<file path="src/rtl/mem_access_pkg.sv">
// Shared types and helpers for the memory access unit: size encodings, FSM states,
// the registered request record and the alignment helpers.
package mem_access_pkg;

  typedef enum logic [1:0] {
    SZ_BYTE = 2'b00,
    SZ_HALF = 2'b01,
    SZ_WORD = 2'b10
  } size_e;

  typedef enum logic [1:0] {
    IDLE   = 2'b00,
    ACCESS = 2'b01,
    RESP   = 2'b10
  } state_e;

  typedef struct packed {
    logic        we;
    size_e       size;
    logic [8:0]  addr;
    logic [31:0] wdata;
    logic        is_unsigned;
  } req_t;

  // The reserved encoding 2'b11 behaves exactly like a word access.
  function automatic size_e to_size(input logic [1:0] raw);
    case (raw)
      2'b00:   return SZ_BYTE;
      2'b01:   return SZ_HALF;
      default: return SZ_WORD;
    endcase
  endfunction

  function automatic logic is_misaligned(input size_e size, input logic [1:0] off);
    case (size)
      SZ_BYTE: return 1'b0;
      SZ_HALF: return off[0];
      default: return off != 2'b00;
    endcase
  endfunction

  function automatic logic [1:0] align_off(input size_e size, input logic [1:0] off);
    case (size)
      SZ_BYTE: return off;
      SZ_HALF: return {off[1], 1'b0};
      default: return 2'b00;
    endcase
  endfunction

endpackage

</file>
<file path="src/rtl/mau_data_align.sv">
// Combinational lane handling: load lane select with sign/zero extension, and
// store merge of the addressed byte/half lanes into the current memory word.
module mau_data_align
  import mem_access_pkg::*;
(
  input  size_e       size,
  input  logic [1:0]  off,
  input  logic        is_unsigned,
  input  logic [31:0] mem_word,
  input  logic [31:0] wdata,
  output logic [31:0] load_data,
  output logic [31:0] store_data
);

  logic [7:0]  lane_byte;
  logic [15:0] lane_half;

  assign lane_byte = mem_word[{off, 3'b000} +: 8];
  assign lane_half = mem_word[{off[1], 4'b0000} +: 16];

  // NOTE: every always_comb output gets a default first so no path can infer a latch.
  always_comb begin
    load_data  = mem_word;
    store_data = wdata;
    case (size)
      SZ_BYTE: begin
        load_data  = is_unsigned ? {24'h0, lane_byte} : {{24{lane_byte[7]}}, lane_byte};
        store_data = mem_word;
        store_data[{off, 3'b000} +: 8] = wdata[7:0];
      end
      SZ_HALF: begin
        load_data  = is_unsigned ? {16'h0, lane_half} : {{16{lane_half[15]}}, lane_half};
        store_data = mem_word;
        store_data[{off[1], 4'b0000} +: 16] = wdata[15:0];
      end
      default: begin
        load_data  = mem_word;
        store_data = wdata;
      end
    endcase
  end

endmodule

</file>
<file path="src/rtl/mem_access_unit.sv">
// Load/store unit in front of a 128-word memory with a combinational read port.
// Define MAU_MISALIGN_TRAP_EN to trap misaligned accesses instead of force-aligning them.
module mem_access_unit
  import mem_access_pkg::*;
(
  input  logic        clk,
  input  logic        rst_n,
  input  logic        req_valid,
  output logic        req_ready,
  input  logic        req_we,
  input  logic [1:0]  req_size,
  input  logic [8:0]  req_addr,
  input  logic [31:0] req_wdata,
  input  logic        req_unsigned,
  output logic        resp_valid,
  input  logic        resp_ready,
  output logic [31:0] resp_rdata,
  output logic        resp_err,
  output logic [6:0]  mem_addr,
  output logic [31:0] mem_data_in,
  output logic        mem_we,
  input  logic [31:0] mem_data
);

  state_e      state, state_next;
  req_t        req_q;
  logic [31:0] rdata_q;
  logic [1:0]  lane_off;
  logic        trap;
  logic [31:0] load_data, store_data;

`ifdef MAU_MISALIGN_TRAP_EN
  logic err_q;
  assign lane_off = req_q.addr[1:0];
  assign trap     = is_misaligned(req_q.size, req_q.addr[1:0]);
  assign resp_err = err_q;
`else
  // Misaligned requests drop their offending offset bits and proceed normally.
  assign lane_off = align_off(req_q.size, req_q.addr[1:0]);
  assign trap     = 1'b0;
  assign resp_err = 1'b0;
`endif

  mau_data_align u_align (
    .size        (req_q.size),
    .off         (lane_off),
    .is_unsigned (req_q.is_unsigned),
    .mem_word    (mem_data),
    .wdata       (req_q.wdata),
    .load_data   (load_data),
    .store_data  (store_data)
  );

  // NOTE: sequential state uses non-blocking assignments so every flop samples pre-edge values.
  always_ff @(posedge clk or negedge rst_n) begin
    if (!rst_n) begin
      state   <= IDLE;
      req_q   <= '0;
      rdata_q <= '0;
`ifdef MAU_MISALIGN_TRAP_EN
      err_q   <= 1'b0;
`endif
    end else begin
      state <= state_next;
      if (req_valid && req_ready) begin
        req_q <= '{we: req_we, size: to_size(req_size), addr: req_addr,
                   wdata: req_wdata, is_unsigned: req_unsigned};
      end
      if (state == ACCESS) begin
        rdata_q <= (req_q.we || trap) ? 32'h0 : load_data;
`ifdef MAU_MISALIGN_TRAP_EN
        err_q   <= trap;
`endif
      end
    end
  end

  always_comb begin
    state_next = state;
    case (state)
      IDLE:    if (req_valid) state_next = ACCESS;
      ACCESS:  state_next = RESP;
      RESP:    if (resp_ready) state_next = IDLE;
      default: state_next = IDLE;
    endcase
  end

  // Strobes decode straight from the state register, so reset kills mem_we at once.
  assign req_ready   = (state == IDLE);
  assign resp_valid  = (state == RESP);
  assign resp_rdata  = rdata_q;
  assign mem_we      = (state == ACCESS) && req_q.we && !trap;
  assign mem_addr    = req_q.addr[8:2];
  assign mem_data_in = store_data;

endmodule

</file>
<file path="config.mk">
export PLATFORM = sky130hd
export DESIGN_NAME = mem_access_unit
export DESIGN_NICKNAME = d
export VERILOG_FILES = /design/src/rtl/mem_access_pkg.sv /design/src/rtl/mau_data_align.sv /design/src/rtl/mem_access_unit.sv
export SDC_FILE = /design/constraint.sdc
export NUM_CORES = 1
export LEC_CHECK = 0
export ABC_AREA = 1
export CORE_MARGIN = 2
export CORE_UTILIZATION = 49
export CTS_BUF_LIST = sky130_fd_sc_hd__clkbuf_4 sky130_fd_sc_hd__clkbuf_8
export DETAILED_ROUTE_END_ITERATION = 10
export GPL_ROUTABILITY_DRIVEN = 0
export GPL_TIMING_DRIVEN = 0
export PLACE_DENSITY = 0.83
export SYNTH_ARGS = -nofsm -noshare
export SYNTH_HDL_FRONTEND = slang
export SYNTH_SLANG_ARGS = --single-unit
</file>
<file path="constraint.sdc">
create_clock -name clk -period 3.7 [get_ports clk]
set_input_delay 0.74 -clock clk [delete_from_list [all_inputs] [get_ports clk]]
set_output_delay 0.74 -clock clk [all_outputs]
set_load 0.02 [all_outputs]
</file>
==> metrics.txt <==
outcome=completed; area leader, netlist=dfrtp_1; Main synth FF type=dfrtp_1; Distinct cells, synth=30; WL final=18.7 mm; nets=976; DPL Wire Length=14.3 mm; Synth area leaders=dfrtp_1 (39%), nand2_1 (21%), o211ai_1 (6.9%), o21ai_0 (5.8%), a21oi_1 (4.8%); Detail Route Antenna Nets=0; number of enable flip-flop cells after synthesis=0; cells along the critical path=buf_6 > nor2_8 > nand2_4 > ha_1 > inv_1 > clkbuf_2 > nand2_1 > o21ai_0 > o211ai_1 > nand3_1 > dlygate4sd2_1; crit path time final=3510 ps; post-route cell area=6980 um2; clk_skew=7.09 ps; placed cell areas=6760 um2; DRC violations left=0; Die Wd=105 um; Initial Utilization=51.0%; RR Startpoint=state[1]; maximum VDD drop=0.522 mV; via count=6035; CTS H-Tree Depth=3; slowest CP cell=dfrtp_1; final worst path period share=95.0%; largest net degree at the start of global routing=48; Clock Tree Buf Depth=2; Reg clk slew, reported paths=80 ps; I/O Pins=156; Crit path max-delay family=buffers and inverters; die area=11100 um2; CP Data Arrival Time=2770 ps; grt met2 use=49.8%; Seq/Total Area, Yosys=39.3%; grt peak-use layer=met2; PwrDens=905 nW/um2; first-pass GRT wire length=29.4 mm; Filler cells=843; Worst-Margin Slew=647 ps; antenna fix cells=0; Critical Path Source=req_q[43]; CTS Root Cell=clkbuf_8; vias per cell=5.86; gr usage total=34.1%; Post-Layout Cell Count=1030; Post-synth ARST share=100%; synthesized flop and latch total=79; vias in the first global route=5855; final hold slack=306 ps; Placeable Area=9860 um2; initial antenna violation count=0; Ys Warns=0; GR Layer Usage met3=10.0%; Pleak=3.44 nW; layout cells sized above 1=9.14%; Syn Inst Count=728; Fmax=0.285 GHz; Critical Path Sink Type=primary output; Post-Syn Nets=812; Sink Count=79; Placed Instances=1016; Initial DRT Pass Iterations=6; Fin. Hold Viols=0; GRT Residual Overflow=0; peak per-stage delay on the critical path=380 ps; GR Util met1=44.7%; Yosys top cell area share=39.3%; Iteration-0 DRC Markers=782; PnR worst setup slack=186 ps; drt wl/cell=18.2 um; CP Data Required Time=2960 ps; most frequent cell after synthesis=nand2_1; final setup violation count=0; max-slew headroom at the worst pin=56.9%; maximum fanout along the worst path=10; synthesized area per cell=6.91 um2; final cell utilization of the core=70.7%; Worst-Skew Late Latency=370 ps; post-place setup slack=-283 ps; Vert. Die Dim=105 um; critical path class=reg2out; synthesized area=5030 um2; Area Growth Syn to Fin=38.7%; worst min path class=in2async; WP buf/inv=4; FP Rows=36; Final Max Slew Viols=0; Inserted Clock Buffers=9; port bufs=154; Max-Cap Viols=0; CTS tree=built; synth cell count leaders=nand2_1 (275), dfrtp_1 (79), o21ai_0 (58); CP Launch Type=flip-flop
power by group:
group	switching [W]	internal (W)	total (W)
logic	0.00257	0.00153	0.00410
registers	0.000296	0.00125	0.00154
clock network	0.000333	0.000338	0.000671
total	0.00320	0.00311	0.00631
registers in the layout, summed over array words and instances (netlist names):
register and cells:
mem_addr 7, req_q 38, resp_rdata 32, state 2
cell families (layout without fill, tap and decap cells):
family | Yosys count | count (layout) | share of synthesized area, %
and+or+nand+nor | 371 | 371 | 31.1
AOI/OAI and AO/OA | 164 | 164 | 19.0
buffers and inverters | 110 | 279 | 9.80
DFF | 79 | 79 | 39.3
adders and majority gates | 3 | 3 | 0.746
other | 1 | 1 | 0.0746
cell usage in the layout (no fill, tap or decap), types with 2 or more instances in the layout:
master | Yosys | final
nand3_1 | 44 | 44
nor2_4 | 2 | 2
dfrtp_1 | 79 | 78
dlygate4sd2_1 | 0 | 17
nand3_2 | 2 | 2
nor2_2 | 2 | 2
inv_2 | 3 | 3
clkdlybuf4s50_1 | 0 | 125
nand2_1 | 275 | 275
clkbuf_2 | 0 | 2
clkbuf_8 | 0 | 10
o21ai_0 | 58 | 58
nand3_4 | 2 | 2
inv_1 | 49 | 48
clkinv_2 | 0 | 2
buf_1 | 4 | 2
clkinvlp_4 | 0 | 2
a21oi_1 | 48 | 48
nor2_1 | 28 | 28
clkbuf_1 | 24 | 20
dlymetal6s2s_1 | 0 | 9
buf_2 | 18 | 18
nand2_2 | 12 | 12
buf_4 | 9 | 11
o22ai_1 | 8 | 8
ha_2 | 0 | 2
o211ai_1 | 46 | 46
a31oi_1 | 3 | 3
clkbuf_4 | 0 | 3
layer usage:
| metal | vias to the layer above | wire (um) |
|---|---|---|
| li1 | 2701 | - |
| met5 | - | 0 |
| met4 | 0 | 1110 |
| met3 | 111 | 2460 |
| met1 | 2744 | 7170 |
| met2 | 479 | 7990 |
what timing repair did:
action,CTS,global route
buffers inserted,1,0
resized for setup,24,16
gates cloned,0,0
endpoints found under the setup margin,31,16
hold buffers,0,0
through the flow:
stage,TNS (ps),power [W]
2_1_floorplan,0,0.00393
5_1_grt,-3.89,0.00668
4_1_cts,0,0.00622
3_3_place_gp,-61530,0.00554
6_report,0,0.00631
3_5_place_dp,-3290,0.00564
cell type report:
type | count | area (um2) | area share (%)
flip-flops and latches | 79 | 1980 | 28.4
inverters | 53 | 203 | 2.91
clock inverters | 5 | 56.3 | 0.807
multi-input cells | 539 | 2560 | 36.8
well taps | 133 | 166 | 2.39
clock buffers | 11 | 145 | 2.08
repair buffers | 156 | 1570 | 22.5
plain buffers | 54 | 292 | 4.18
path summary, 6_finish.rpt:
kind,endpoint,depth (start not counted),slack (ps)
setup / recovery,mem_data_in[21],11,190
hold / removal,req_q[1],1,310
setup reg to reg,req_q[44],5,1800
hold reg to reg,resp_rdata[12],2,480
max in group asynchronous,resp_rdata[18],2,2800
min in group clk,resp_rdata[12],2,480
Note: power is estimated with default switching activity, not from simulation.
